[src/rtl/method_call_pkg.sv]
// Shared types and defaults for the method-call initiator.
package method_call_pkg;

  localparam int unsigned DEFAULT_TIMEOUT = 100000;

  typedef enum logic [2:0] {
    IDLE,
    FILL,
    CALL,
    WAIT_DONE,
    DONE
  } state_e;

endpackage

[src/rtl/cycle_watchdog.sv]
// Saturating cycle counter with an expiry flag for the incoming edge.
module cycle_watchdog
  import method_call_pkg::*;
#(
  parameter int unsigned TIMEOUT = DEFAULT_TIMEOUT
) (
  input  logic        clk,
  input  logic        reset,
  input  logic        clear,
  input  logic        enable,
  output logic [31:0] count,
  output logic        expired
);

  logic [32:0] count_inc;

  assign count_inc = {1'b0, count} + 33'd1;

  // Expired when the count about to be written reaches TIMEOUT.
  assign expired = enable && (count_inc >= 33'(TIMEOUT));

  always_ff @(posedge clk or negedge reset) begin
    if (!reset) begin
      count <= '0;
    end else if (clear) begin
      count <= '0;
    end else if (enable && (count != 32'hFFFF_FFFF)) begin
      count <= count + 32'd1;
    end
  end

endmodule

[src/rtl/method_call_initiator.sv]
// Fills a target array, issues one method request, and checks the return value.
module method_call_initiator
  import method_call_pkg::*;
#(
  parameter int unsigned DATA_W  = 32,
  parameter int unsigned RET_W   = 32,
  parameter int unsigned TIMEOUT = DEFAULT_TIMEOUT
) (
  input  logic              clk,
  input  logic              reset,
  input  logic              start,
  input  logic [DATA_W-1:0] fill_count,
  input  logic [DATA_W-1:0] fill_base,
  output logic [DATA_W-1:0] arr_idx,
  output logic [DATA_W-1:0] arr_in,
  output logic              arr_we,
  output logic              m_req,
  input  logic              m_busy,
  input  logic [RET_W-1:0]  m_return,
  input  logic [RET_W-1:0]  expected,
  output logic              done,
  output logic              pass,
  output logic              timeout,
  output logic [RET_W-1:0]  result,
  output logic [31:0]       cycles
);

  state_e            state;
  logic [DATA_W-1:0] fill_last;
  logic              start_ok;
  logic              busy_st;
  logic              wd_expired;

  assign start_ok = start && ((state == IDLE) || (state == DONE));
  assign busy_st  = (state == FILL) || (state == CALL) || (state == WAIT_DONE);

  cycle_watchdog #(
    .TIMEOUT(TIMEOUT)
  ) u_watchdog (
    .clk    (clk),
    .reset  (reset),
    .clear  (start_ok),
    .enable (busy_st),
    .count  (cycles),
    .expired(wd_expired)
  );

  // Sequence control; timeout overrides any completion in the same cycle.
  always_ff @(posedge clk or negedge reset) begin
    if (!reset) begin
      state     <= IDLE;
      fill_last <= '0;
      arr_idx   <= '0;
      arr_in    <= '0;
      arr_we    <= 1'b0;
      m_req     <= 1'b0;
      done      <= 1'b0;
      pass      <= 1'b0;
      timeout   <= 1'b0;
      result    <= '0;
    end else if (busy_st && wd_expired) begin
      state   <= DONE;
      arr_we  <= 1'b0;
      arr_idx <= '0;
      arr_in  <= '0;
      m_req   <= 1'b0;
      done    <= 1'b1;
      pass    <= 1'b0;
      timeout <= 1'b1;
    end else begin
      case (state)
        IDLE, DONE: begin
          if (start) begin
            done      <= 1'b0;
            pass      <= 1'b0;
            timeout   <= 1'b0;
            fill_last <= fill_count - DATA_W'(1);
            if (fill_count == '0) begin
              state <= CALL;
              m_req <= 1'b1;
            end else begin
              state   <= FILL;
              arr_we  <= 1'b1;
              arr_idx <= '0;
              arr_in  <= fill_base;
            end
          end
        end
        FILL: begin
          if (arr_idx == fill_last) begin
            state   <= CALL;
            arr_we  <= 1'b0;
            arr_idx <= '0;
            arr_in  <= '0;
            m_req   <= 1'b1;
          end else begin
            arr_idx <= arr_idx + DATA_W'(1);
            arr_in  <= arr_in + DATA_W'(1);
          end
        end
        CALL: begin
          if (m_busy) begin
            state <= WAIT_DONE;
            m_req <= 1'b0;
          end
        end
        WAIT_DONE: begin
          if (!m_busy) begin
            state  <= DONE;
            result <= m_return;
            pass   <= (m_return == expected);
            done   <= 1'b1;
          end
        end
        default: state <= IDLE;
      endcase
    end
  end

endmodule

[config.mk]
export PLATFORM = sky130hd
export DESIGN_NAME = method_call_initiator
export DESIGN_NICKNAME = d
export VERILOG_FILES = /design/src/rtl/method_call_pkg.sv /design/src/rtl/cycle_watchdog.sv /design/src/rtl/method_call_initiator.sv
export SDC_FILE = /design/constraint.sdc
export NUM_CORES = 1
export LEC_CHECK = 0
export CORE_ASPECT_RATIO = 0.75
export CORE_MARGIN = 4
export CORE_UTILIZATION = 45
export DETAILED_ROUTE_END_ITERATION = 12
export PLACE_DENSITY = 0.75
export SYNTH_ARGS = -nofsm -noshare
export SYNTH_HDL_FRONTEND = slang
export SYNTH_HIERARCHICAL = 1
export SYNTH_SLANG_ARGS = --single-unit
[constraint.sdc]
create_clock -name clk -period 8.6 [get_ports clk]
set_clock_uncertainty 0.15 [all_clocks]
set_input_delay 2.15 -clock clk [delete_from_list [all_inputs] [get_ports clk]]
set_output_delay 2.15 -clock clk [all_outputs]
set_load 0.1 [all_outputs]
==> impl_summary.md, run 1 <==
Die
The row count is 47. The die outline width is 181 um. For this configuration, the core starts out at a cell density of 0.457. The standard cell core area is 0.0220 mm2. The number of top-level design ports is 265. The die outline area is 0.0248 mm2.

The vertical extent of the die is 137 um.

Worst setup path
The setup path with the least slack is of type reg2reg. The source of the worst register-to-register timing path is u_watchdog/count[0]$_DFFE_PN0P_. The critical path required time is 8.80 ns.

The critical path starts at u_watchdog/count[0]$_DFFE_PN0P_. The worst-path cell with the longest stage delay is nor4_2. Along the worst path, the maximum fanout reaches 57. The category of the worst setup path launch point is a flop.

Traced cell by cell, the critical path runs through ha_1, nand3_1, nor4_2, and3_1, mux2i_1, o2111ai_1, o41a_1, nor2_1, nand2_1, nor2_1, o21a_2, buf_4, a32oi_1, o2bb2ai_1. On the worst path, the slowest cell contributes a delay of 0.65 ns. The most used cell along the critical path is nor2_1.

STA classifies the critical path endpoint as a flop. The critical path buffer and inverter count is 1. The top cell family by delay on the critical path is simple AND/OR/NAND/NOR gates.

Data on the critical path arrives at its endpoint at 5.44 ns.

Yosys
Ranked by total cell area, the synthesized netlist is headed by dfrtp_1, xor2_1, nand2_1, xnor2_1, mux2_2. The share of synthesized area in the top cell type comes to 0.418. Summed over all instances, the cell type with the most area after synthesis is dfrtp_1.

After technology mapping, the gate count stands at 1110. For this run, the leading register cell type out of synthesis is dfrtp_1. The number of nets in the synthesized netlist is 1246. The count of synthesis-stage warnings from yosys is 6. The count of cell types in the netlist is 71. Counting flops with a built-in enable in the synthesized netlist gives 0.

The synthesized area per cell is 9.06 um2. The share of synthesized registers carrying an async set or reset is 1.00. The proportion of synthesized chip area in sequential cells is 0.418.

The mapped netlist covers 0.0101 mm2. After synthesis the netlist holds a flip-flop and latch count of 168.

Detailed routing
Using the TritonRoute via totals, the vias-per-cell ratio works out to 5.68. Wires add up to 30100 um. In the final routed layout, each cell accounts on average for 18.3 um. The number of DRC violations after detailed-routing iteration 0 is 888. In this run the remaining antenna-violating nets after routing total 0.

In the routed design, unresolved DRC markers number 0. The total number of vias is 9350. The first TritonRoute pass finished after 6 iterations.

Final layout
The share of layout cells above drive strength 1 is 0.0770. The most common cell after layout, fill and taps aside is clkdlybuf4s50_1. The number of antenna cells inserted is 0. The area occupied by multi-input gates is 0.00546 mm2. The number of inserted filler cells in the final layout is 1922.

The layout-stage area growth over the synthesis result is 34.3%. The library cells used most frequently in the layout, excluding fill and tap cells, are clkdlybuf4s50_1, dfrtp_1, nand2_1, nor2_1, xor2_1. The core utilization of the finished layout is 0.614. At the end of the flow, the number of nets in the layout was 1474. For this run, the number of standard cells in the final layout without fillers is 1645. The finished cells cover 0.0135 mm2. The register cell area after layout is 0.00420 mm2.

Place
The routability congestion estimate from global placement is 0.896. The HPWL after detailed placement is 22100 um. Once placement finished, the instance area stood at 0.0129 mm2. The total placed cells including tap cells is 1613. The total of buffers placed on input and output ports is 264.

Timing
The number of endpoints with negative hold slack in the final report came to 0. The number of max-slew violations in the final report is 0. Headroom to the max-slew limit came out at 0.235. The transition time at the pin with the least slew margin is 1.15 ns. Setup repair after global routing left no endpoint under its margin.

Summed over all failing endpoints, the final setup total negative slack is 0 ns. The final critical-path required period is 5.24 ns. The highest achievable clock rate is 191 MHz. The post-route fraction of the period consumed by the critical path is 0.609. The final setup violation count is 0.

CTS
The clock slew seen by the registers of the worst setup and hold paths is 0.07 ns. For this design, the CTS-stage hold fixing added 0 buffers. In this run the clock root is driven by a clkbuf_16.

Gates resized during post-CTS repair numbered 0. Clock latency on the worst-skew pair, taken at its later pin, is 0.44 ns. In this run, CTS created clock tree buffers numbering 17. The CTS tree is yes. The number of setup buffers added after CTS is 0. The clock passes through at most 2 buffers. The H-tree was split into 4 levels. The clock sink total is 168.

Global route
The first global-routing pass estimated 47800 um of wire. The number of antenna violations at the first check in global routing was 0. Across every metal layer, demand over resource in global routing totals 0.236. The largest net degree at the start of global routing is 104. The total congestion overflow is 0. The number of global-route vias before repair is 8929.

Pwr
The areal power density over the cells is 390 mW/mm2. VDD sags by at most 263 uV. The leakage power is 0.00542 uW.

Worst hold path
The worst hold path begins at pass$_DFFE_PN0P_. The worst hold path belongs to the class reg2reg.

Job
The tool flagged a number of max-cap violations equal to 0.

Outcome
The flow ran to the end, and the final reports show no timing, DRC or antenna violations.
==> state kept, by name, indices dropped and copies added, names as in the netlist <==
signal / flops
timeout: 1
state: 3
arr_idx: 32
done: 1
m_req: 1
pass: 1
result: 32
u_watchdog/count: 32
arr_in: 32
arr_we: 1
fill_last: 32
==> cell families after synthesis <==
logic type / share of synthesized area
mux: 0.0419
xor+xnor: 0.117
simple gates: 0.229
buf+inv: 0.0406
flops: 0.418
compound gates: 0.149
fa+ha+maj: 0.00498
==> report_power, final <==
group          switching [uW]  total (uW)  internal, uW
sequential                304        1370          1070
combinational            2260        3060           805
clock                     339         837           498
total                    2900        5270          2370
==> area by class of cell <==
class | count | share of cell area
inverter | 37 | 0.0103
multi-input combinational | 842 | 0.404
clock inverter | 13 | 0.0143
tap | 294 | 0.0272
clock buffer | 19 | 0.0328
sequential | 168 | 0.311
timing repair buffer | 272 | 0.200
==> path summary, 6_finish.rpt <==
kind	endpoint	slack [ns]	depth (start not counted)
min in group asynchronous	u_watchdog/count[5]$_DFFE_PN0P_	1.70	1
min reg2reg	pass$_DFFE_PN0P_	0.34	2
max	arr_in[13]$_DFFE_PN0P_	3.36	14
max reg2reg	arr_in[13]$_DFFE_PN0P_	3.36	14
max in group asynchronous	state[2]$_DFFE_PN0P_	5.15	2
min	pass$_DFFE_PN0P_	0.34	2
==> worst min-delay path, cell delays in order (launching register included) <==
cell and delay [ns]:
dfrtp_1 0.35, nand2_1 0.05, o21ai_0 0.06
==> cells in the mapped netlist (all sizes together), types with 29 or more instances <==
cell,instances
a21oi,48
clkbuf,45
nand2,116
nor2,86
dfrtp,168
xnor2,49
nor4,30
nor3,29
nand3,45
xor2,85
o21ai,67
nand4,43
mux2,33
inv,37
==> stage by stage <==
step | total power [uW] | hold slack [ns] | setup WS (ns)
finish | 5270 | 0.337 | 3.36
global route | 5520 | 0.366 | 3.08
CTS | 5290 | 0.339 | 3.46
detailed placement | 4440 | 0.323 | 3.27
global placement | 4390 | 0.314 | 3.41
floorplan | 3650 | 0.319 | 4.07
==> per-layer routing <==
layer	up-vias	GRT usage	wire length, um
li1	4463	-	-
met1	4518	0.335	13700
met2	330	0.377	14100
met3	39	0.0475	1810
met4	0	0.0554	469
met5	-	0	0
No activity file was read; power rests on OpenSTA's default activity.
==> inputs of run 2 (changes only) <==
==> constraint.sdc (replaced) <==
create_clock -name clk -period 5.4 [get_ports clk]
set_clock_uncertainty 0.15 [all_clocks]
set_input_delay 1.35 -clock clk [delete_from_list [all_inputs] [get_ports clk]]
set_output_delay 1.35 -clock clk [all_outputs]
set_load 0.1 [all_outputs]
==> impl_summary.md, run 2 (same netlist as run 1, synthesis figures left out) <==
Outcome
The run finished with clean final reports.

Detailed routing
The met2 wirelength from detailed routing is 14400 um (+1.7%). The wire length after detailed routing is 30400 um (+0.77%). The number of DRC violations after detailed-routing iteration 0 came to 1053 (+19%). The DRC violation count after routing is 0 (unchanged). The mean number of vias per cell was 5.70 (+0.32%).

The mean routed wirelength per cell is 18.4 um (+0.59%). The post-detailed-route count of antenna-violating nets came to 0 (unchanged). The total number of vias came to 9397 (+0.50%). The number of search-and-repair iterations in the first detailed-routing pass came to 5 (-1). The detailed router used layers up to and including met5.

The routed length on met1 is 13700 um (-0.26%). The sum of met3 wire segment lengths after detailed routing was 1760 um (-2.8%).

Worst setup path
STA classifies the critical path endpoint as a flop. The category of the worst setup path launch point is a flop. The source of the worst register-to-register timing path is u_watchdog/count[0]$_DFFE_PN0P_. The number of cells traversed by the worst register-to-register path is 12 (-2). The arrival time at the worst endpoint is 4.89 ns (-0.55 ns). The terminus of the critical flop-to-flop path is arr_in[1]$_DFFE_PN0P_.

The critical path buffer and inverter count is 0 (-1). The signal on the critical path passes through ha_1, nand3_1, nor4_2, and3_1, mux2i_1, o2111ai_1, o41a_1, mux2i_1, or2_2, o21ai_2, and3_1, a221o_1. The slowest stage of the critical path is the nor4_2 cell. The top cell family by delay on the critical path is simple AND/OR/NAND/NOR gates. The register-to-register path setup slack is 0.67 ns (-2.69 ns). By startpoint and endpoint, the worst setup path is classified as reg2reg. The critical path required time was 5.56 ns (-3.24 ns).

The biggest fanout along the worst timing path came to 35 (-39%). The stage delay of the slowest cell on the critical path is 0.62 ns (-0.03 ns).

Timing
The post-route worst setup slack is 0.669 ns (-2.69 ns). The setup total negative slack is 0 ns (unchanged). The final setup violation count was 0 (unchanged). The highest achievable clock rate was 211 MHz (+11%). The final critical-path required period is 4.73 ns (-0.508 ns).

The number of endpoints with negative hold slack in the final report is 0 (unchanged). Setup repair after global routing left no endpoint under its margin. The number of max-slew violations in the final report is 0 (unchanged). The transition time at the pin with the least slew margin is 1.13 ns (-0.0190 ns). The headroom to the max-slew limit is 0.240 (+0.00529). The post-route fraction of the period consumed by the critical path is 0.876 (+0.267).

Final layout
The share of layout cells above drive strength 1 was 0.0798 (+0.00278). The number of inserted filler cells in the final layout was 1879 (-2.2%). The top cell types in the final layout, fill and taps aside, are clkdlybuf4s50_1, dfrtp_1, nand2_1, nor2_1, xor2_1. The layout-stage area growth over the synthesis result is 34.4% (about the same). The most common cell after layout, fill and taps aside is clkdlybuf4s50_1.

The number of nets in the layout is 1477 (+0.20%). The number of antenna cells inserted is 0 (unchanged).

Pwr
The leakage power is 0.00543 uW (+0.29%). The areal power density over the cells was 619 mW/mm2 (+59%). The maximum resistive drop on vdd is 506 uV (+93%).

Place
The placement-stage worst setup slack is 0.779 ns (-2.49 ns). The HPWL after detailed placement is 22300 um (+1.1%). The total of buffers placed on input and output ports was 264 (unchanged).

The routability congestion estimate from global placement is 0.875 (-2.4%).

Die
The die outline width was 181 um (unchanged). The die outline area is 0.0248 mm2 (unchanged). The row count is 47 (unchanged).

The number of top-level design ports is 265 (unchanged). The initial standard-cell utilization of the core came to 0.457 (unchanged). The vertical extent of the die was 137 um (unchanged). The standard cell core area is 0.0220 mm2 (unchanged).

CTS
The number of resized instances in the post-cts repair step is 0 (unchanged). TritonCTS built the clock tree. The number of buffers inserted by post-CTS setup repair was 0 (unchanged).

The number of buffers created by CTS is 17 (unchanged). The clock sink total is 168 (unchanged). The hold-fix buffer count after cts is 0 (unchanged).

The H-tree level count is 4 (unchanged). The clock slew seen by the registers of the worst setup and hold paths is 0.07 ns (about the same). In this run the clock root is driven by a clkbuf_16. The maximum buffer depth of the clock tree is 2 (unchanged). The clock insertion delay at the later pin of the skew report was 0.43 ns (about the same).

Worst hold path
The min-delay analysis places its worst path in the category reg2reg. The capture endpoint of the worst hold path is done$_DFFE_PN0P_. The worst hold path stage count was 1 (-1).

The origin of the worst min-delay path is done$_DFFE_PN0P_.

Global route
The total congestion overflow is 0 (unchanged). The largest net degree at the start of global routing is 86 (-17%). The wire length of the first global-routing pass is 48500 um (+1.6%). The number of global-route vias before repair came to 8870 (-0.66%).

The number of antenna violations at the first check in global routing is 1 (+1). The global router's overall resource usage is 0.241 (+0.00457).

Job
The max-capacitance violation count came to 0 (unchanged).
## run 2: cell types whose count changed in the layout (fill, tap and decap cells not counted), sizes merged
cell	delta
clkinv	+1
bufinv	-2
buf	+3
inv	+4
clkinvlp	-2
clkbuf	-1
## run 2: power by group
group	internal (uW)	switching, uW
clock	707	553
combinational	1310	3610
sequential	1700	484
total	3720	4640
## run 2: per-stage QoR
step                utilization  instance area (um2)  cells  hold WS [ns]  power [uW]
CTS                       0.615                13500   1648         0.330        8380
global route              0.615                13500   1648         0.363        8760
detailed placement        0.587                12900   1616         0.315        7110
floorplan                     -                10100   1110         0.319        5810
finish                    0.615                13500   1648         0.330        8370
global placement          0.587                12900   1616         0.311        7030
## run 2: routing by layer
metal,global-route usage,vias to the layer above
li1,-,4476
met4,0.0592,2
met3,0.0451,38
met2,0.380,332
met1,0.346,4549
met5,0,-
## run 2: worst max-delay path by stage
stage                         endpoint  depth (start not counted)                            start
2_1_floorplan  arr_idx[26]$_DFFE_PN0P_                         15  u_watchdog/count[5]$_DFFE_PN0P_
3_5_place_dp     arr_in[1]$_DFFE_PN0P_                         12  u_watchdog/count[0]$_DFFE_PN0P_
4_1_cts          arr_in[1]$_DFFE_PN0P_                         12  u_watchdog/count[0]$_DFFE_PN0P_
6_report         arr_in[1]$_DFFE_PN0P_                         12  u_watchdog/count[0]$_DFFE_PN0P_
5_1_grt          arr_in[1]$_DFFE_PN0P_                         12  u_watchdog/count[0]$_DFFE_PN0P_
3_3_place_gp     arr_in[1]$_DFFE_PN0P_                         12  u_watchdog/count[0]$_DFFE_PN0P_
## run 2: area by class of cell
| class | count | area [um2] | area share |
|---|---|---|---|
| timing repair buffer | 275 | 2750 | 0.203 |
| clock buffer | 18 | 439 | 0.0325 |
| clock inverter | 14 | 161 | 0.0119 |
| sequential | 168 | 4200 | 0.311 |
| inverter | 37 | 139 | 0.0103 |
| tap | 294 | 368 | 0.0272 |
| multi-input combinational | 842 | 5460 | 0.404 |
==> inputs of run 3 (changes only) <==
--- a/config.mk
+++ b/config.mk
@@ -8,6 +8,7 @@
 export CORE_ASPECT_RATIO = 0.75
 export CORE_MARGIN = 4
 export CORE_UTILIZATION = 45
+export CTS_BUF_LIST = sky130_fd_sc_hd__clkbuf_4 sky130_fd_sc_hd__clkbuf_8
 export DETAILED_ROUTE_END_ITERATION = 12
 export PLACE_DENSITY = 0.75
 export SYNTH_ARGS = -nofsm -noshare
==> impl_summary.md, run 3 (same netlist as run 1, synthesis figures left out) <==
Outcome
The run finished with clean final reports.

CTS
The hold-fix buffer count after cts is 0 (unchanged). The number of buffers inserted by post-CTS setup repair came to 0 (unchanged). The number of resized instances in the post-cts repair step was 0 (unchanged). The cell sitting at the root of the clock tree is a clkbuf_8. The clock sink total is 168 (unchanged). The clock insertion delay at the later pin of the skew report is 0.46 ns (+0.03 ns).

The maximum buffer depth of the clock tree is 2 (unchanged). The H-tree level count is 4 (unchanged). TritonCTS built the clock tree. The clock slew seen by the registers of the worst setup and hold paths is 0.10 ns (+0.03 ns). The number of buffers created by CTS is 17 (unchanged).

Timing
The number of endpoints with negative hold slack in the final report was 0 (unchanged). The tightest hold margin is 0.334 ns (+0.00366 ns). The final critical-path required period is 4.74 ns (+0.0127 ns). The number of max-slew violations in the final report came to 0 (unchanged).

The setup total negative slack is 0 ns (unchanged). The highest achievable clock rate is 211 MHz (-0.27%). The final setup violation count is 0 (unchanged). The headroom to the max-slew limit is 0.229 (-0.0115). The transition time at the pin with the least slew margin is 1.14 ns (+0.0170 ns).

Setup repair after global routing left no endpoint under its margin. The post-route worst setup slack came to 0.657 ns (-0.0127 ns). The post-route fraction of the period consumed by the critical path is 0.878 (+0.00234).

Final layout
The share of layout cells above drive strength 1 came to 0.0798 (unchanged). In the layout the commonest cells are clkdlybuf4s50_1, dfrtp_1, nand2_1, nor2_1, xor2_1. The number of nets in the layout is 1477 (unchanged). The number of antenna cells inserted is 0 (unchanged).

The library cell used most frequently in the layout, excluding fill and tap cells, is clkdlybuf4s50_1. The layout-stage area growth over the synthesis result is 32.5%.

Pwr
The maximum resistive drop on vdd is 468 uV (-7.4%). The fraction of power spent switching nets is 0.572 (+0.0168). The leakage power is 0.00535 uW (-1.6%). The reported net switching power is 4610 uW (-0.81%).

The fraction of power consumed by the clock network is 0.118 (-0.033). The internal power of the cells is 3450 uW (-7.4%). The share of total power in sequential cells is 0.271 (+0.010). The areal power density over the cells was 604 mW/mm2 (-2.3%). The share of total power in combinational logic is 0.611 (+0.023).

Worst setup path
The critical path buffer and inverter count came to 0 (unchanged). Among all stages on the critical path, the largest delay is contributed by nor4_2. The worst register-to-register path ends at arr_in[1]$_DFFE_PN0P_.

STA classifies the critical path endpoint as a flop. On the critical path the largest part of the delay comes from simple AND/OR/NAND/NOR gates. Tracing the worst setup path back leads to its startpoint at u_watchdog/count[0]$_DFFE_PN0P_. The register-to-register path setup slack is 0.66 ns (about the same). The logic depth of the worst path, buffers included is 12 (unchanged). In this run the worst setup path terminates at arr_in[1]$_DFFE_PN0P_. The biggest fanout along the worst timing path was 35 (unchanged). The number of cells traversed by the worst register-to-register path came to 12 (unchanged). The arrival time at the worst endpoint came to 4.95 ns (+0.06 ns). Traced cell by cell, the critical path runs through ha_1, nand3_1, nor4_2, and3_1, mux2i_1, o2111ai_1, o41a_1, mux2i_1, or2_2, o21ai_2, and3_1, a221o_1. The critical path required time came to 5.60 ns (+0.04 ns). The stage delay of the slowest cell on the critical path is 0.62 ns (about the same).

The category of the worst setup path launch point is a flop. The category of the critical setup timing path is reg2reg. The source of the worst register-to-register timing path is u_watchdog/count[0]$_DFFE_PN0P_.

Die
The number of top-level design ports was 265 (unchanged). The vertical extent of the die came to 137 um (unchanged). The die outline area is 0.0248 mm2 (unchanged). The row count was 47 (unchanged). The die outline width is 181 um (unchanged). The standard cell core area is 0.0220 mm2 (unchanged).

The initial standard-cell utilization of the core came to 0.457 (unchanged).

Place
The placement-stage worst setup slack is 0.779 ns (unchanged). The HPWL after detailed placement is 22300 um (unchanged). The total of buffers placed on input and output ports is 264 (unchanged). The routability congestion estimate from global placement is 0.875 (unchanged).

Global route
The number of global-route vias before repair is 8799 (-0.80%). The number of antenna violations at the first check in global routing was 1 (unchanged). The wire length of the first global-routing pass is 48000 um (-1.1%). The largest net degree at the start of global routing is 86 (unchanged). The total congestion overflow is 0 (unchanged). The global router's overall resource usage is 0.239 (-0.00208).

Detailed routing
The mean number of vias per cell is 5.69 (-0.23%). The DRC violation count after routing is 0 (unchanged). The post-detailed-route count of antenna-violating nets is 0 (unchanged). The wire length after detailed routing is 30100 um (-0.99%). The number of search-and-repair iterations in the first detailed-routing pass came to 8 (+3). The mean routed wirelength per cell was 18.2 um (-0.99%). The number of DRC violations after detailed-routing iteration 0 came to 1028 (-2.4%). The total number of vias is 9375 (-0.23%).

Worst hold path
The classification of the worst-slack hold path is reg2reg.

Job
The max-capacitance violation count is 0 (unchanged).
## run 3: cell count changes in the layout (fill, tap and decap cells not counted)
| cell | delta |
|---|---|
| clkbuf_16 | -17 |
| clkbuf_8 | +17 |
## run 3: cell type report
cell class | instances | area (um2)
Clock buffer | 18 | 248
Clock inverter | 14 | 161
Fill cell | 1902 | 8660
Inverter | 37 | 139
Multi-Input combinational cell | 842 | 5460
Sequential cell | 168 | 4200
Tap cell | 294 | 368
Timing Repair Buffer | 275 | 2750
## run 3: through the flow
step	total power (uW)	instance area, um2	util	instances
global placement	7030	12900	0.587	1616
finish	8050	13300	0.606	1648
floorplan	5810	10100	-	1110
detailed placement	7110	12900	0.587	1616
global route	8450	13300	0.606	1648
CTS	8070	13300	0.606	1648
## run 3: per-layer routing
| metal | track usage | vias to the layer above | routed length, um |
|---|---|---|---|
| met2 | 0.373 | 318 | 14100 |
| met5 | 0 | - | 13 |
| met1 | 0.344 | 4553 | 13700 |
| met3 | 0.0457 | 32 | 1730 |
| li1 | - | 4470 | - |
| met4 | 0.0630 | 2 | 528 |
## run 3: power by group through the flow
stage          sequential (uW)  clock (uW)  combinational (uW)
2_1_floorplan             4310           0                1510
3_3_place_gp              2180           0                4850
3_5_place_dp              2200           0                4910
4_1_cts                   2180         977                4920
5_1_grt                   2250        1030                5160
6_report                  2180         954                4920
## run 3: worst min-delay path by stage
stage	startpoint	slack [ns]	endpoint	depth (start not counted)
after floorplan	fill_last[0]$_DFFE_PN0P_	0.32	fill_last[0]$_DFFE_PN0P_	2
after global placement	done$_DFFE_PN0P_	0.31	done$_DFFE_PN0P_	1
after detailed placement	done$_DFFE_PN0P_	0.31	done$_DFFE_PN0P_	1
after CTS	done$_DFFE_PN0P_	0.34	done$_DFFE_PN0P_	1
after global routing	done$_DFFE_PN0P_	0.37	done$_DFFE_PN0P_	1
final	done$_DFFE_PN0P_	0.33	done$_DFFE_PN0P_	1
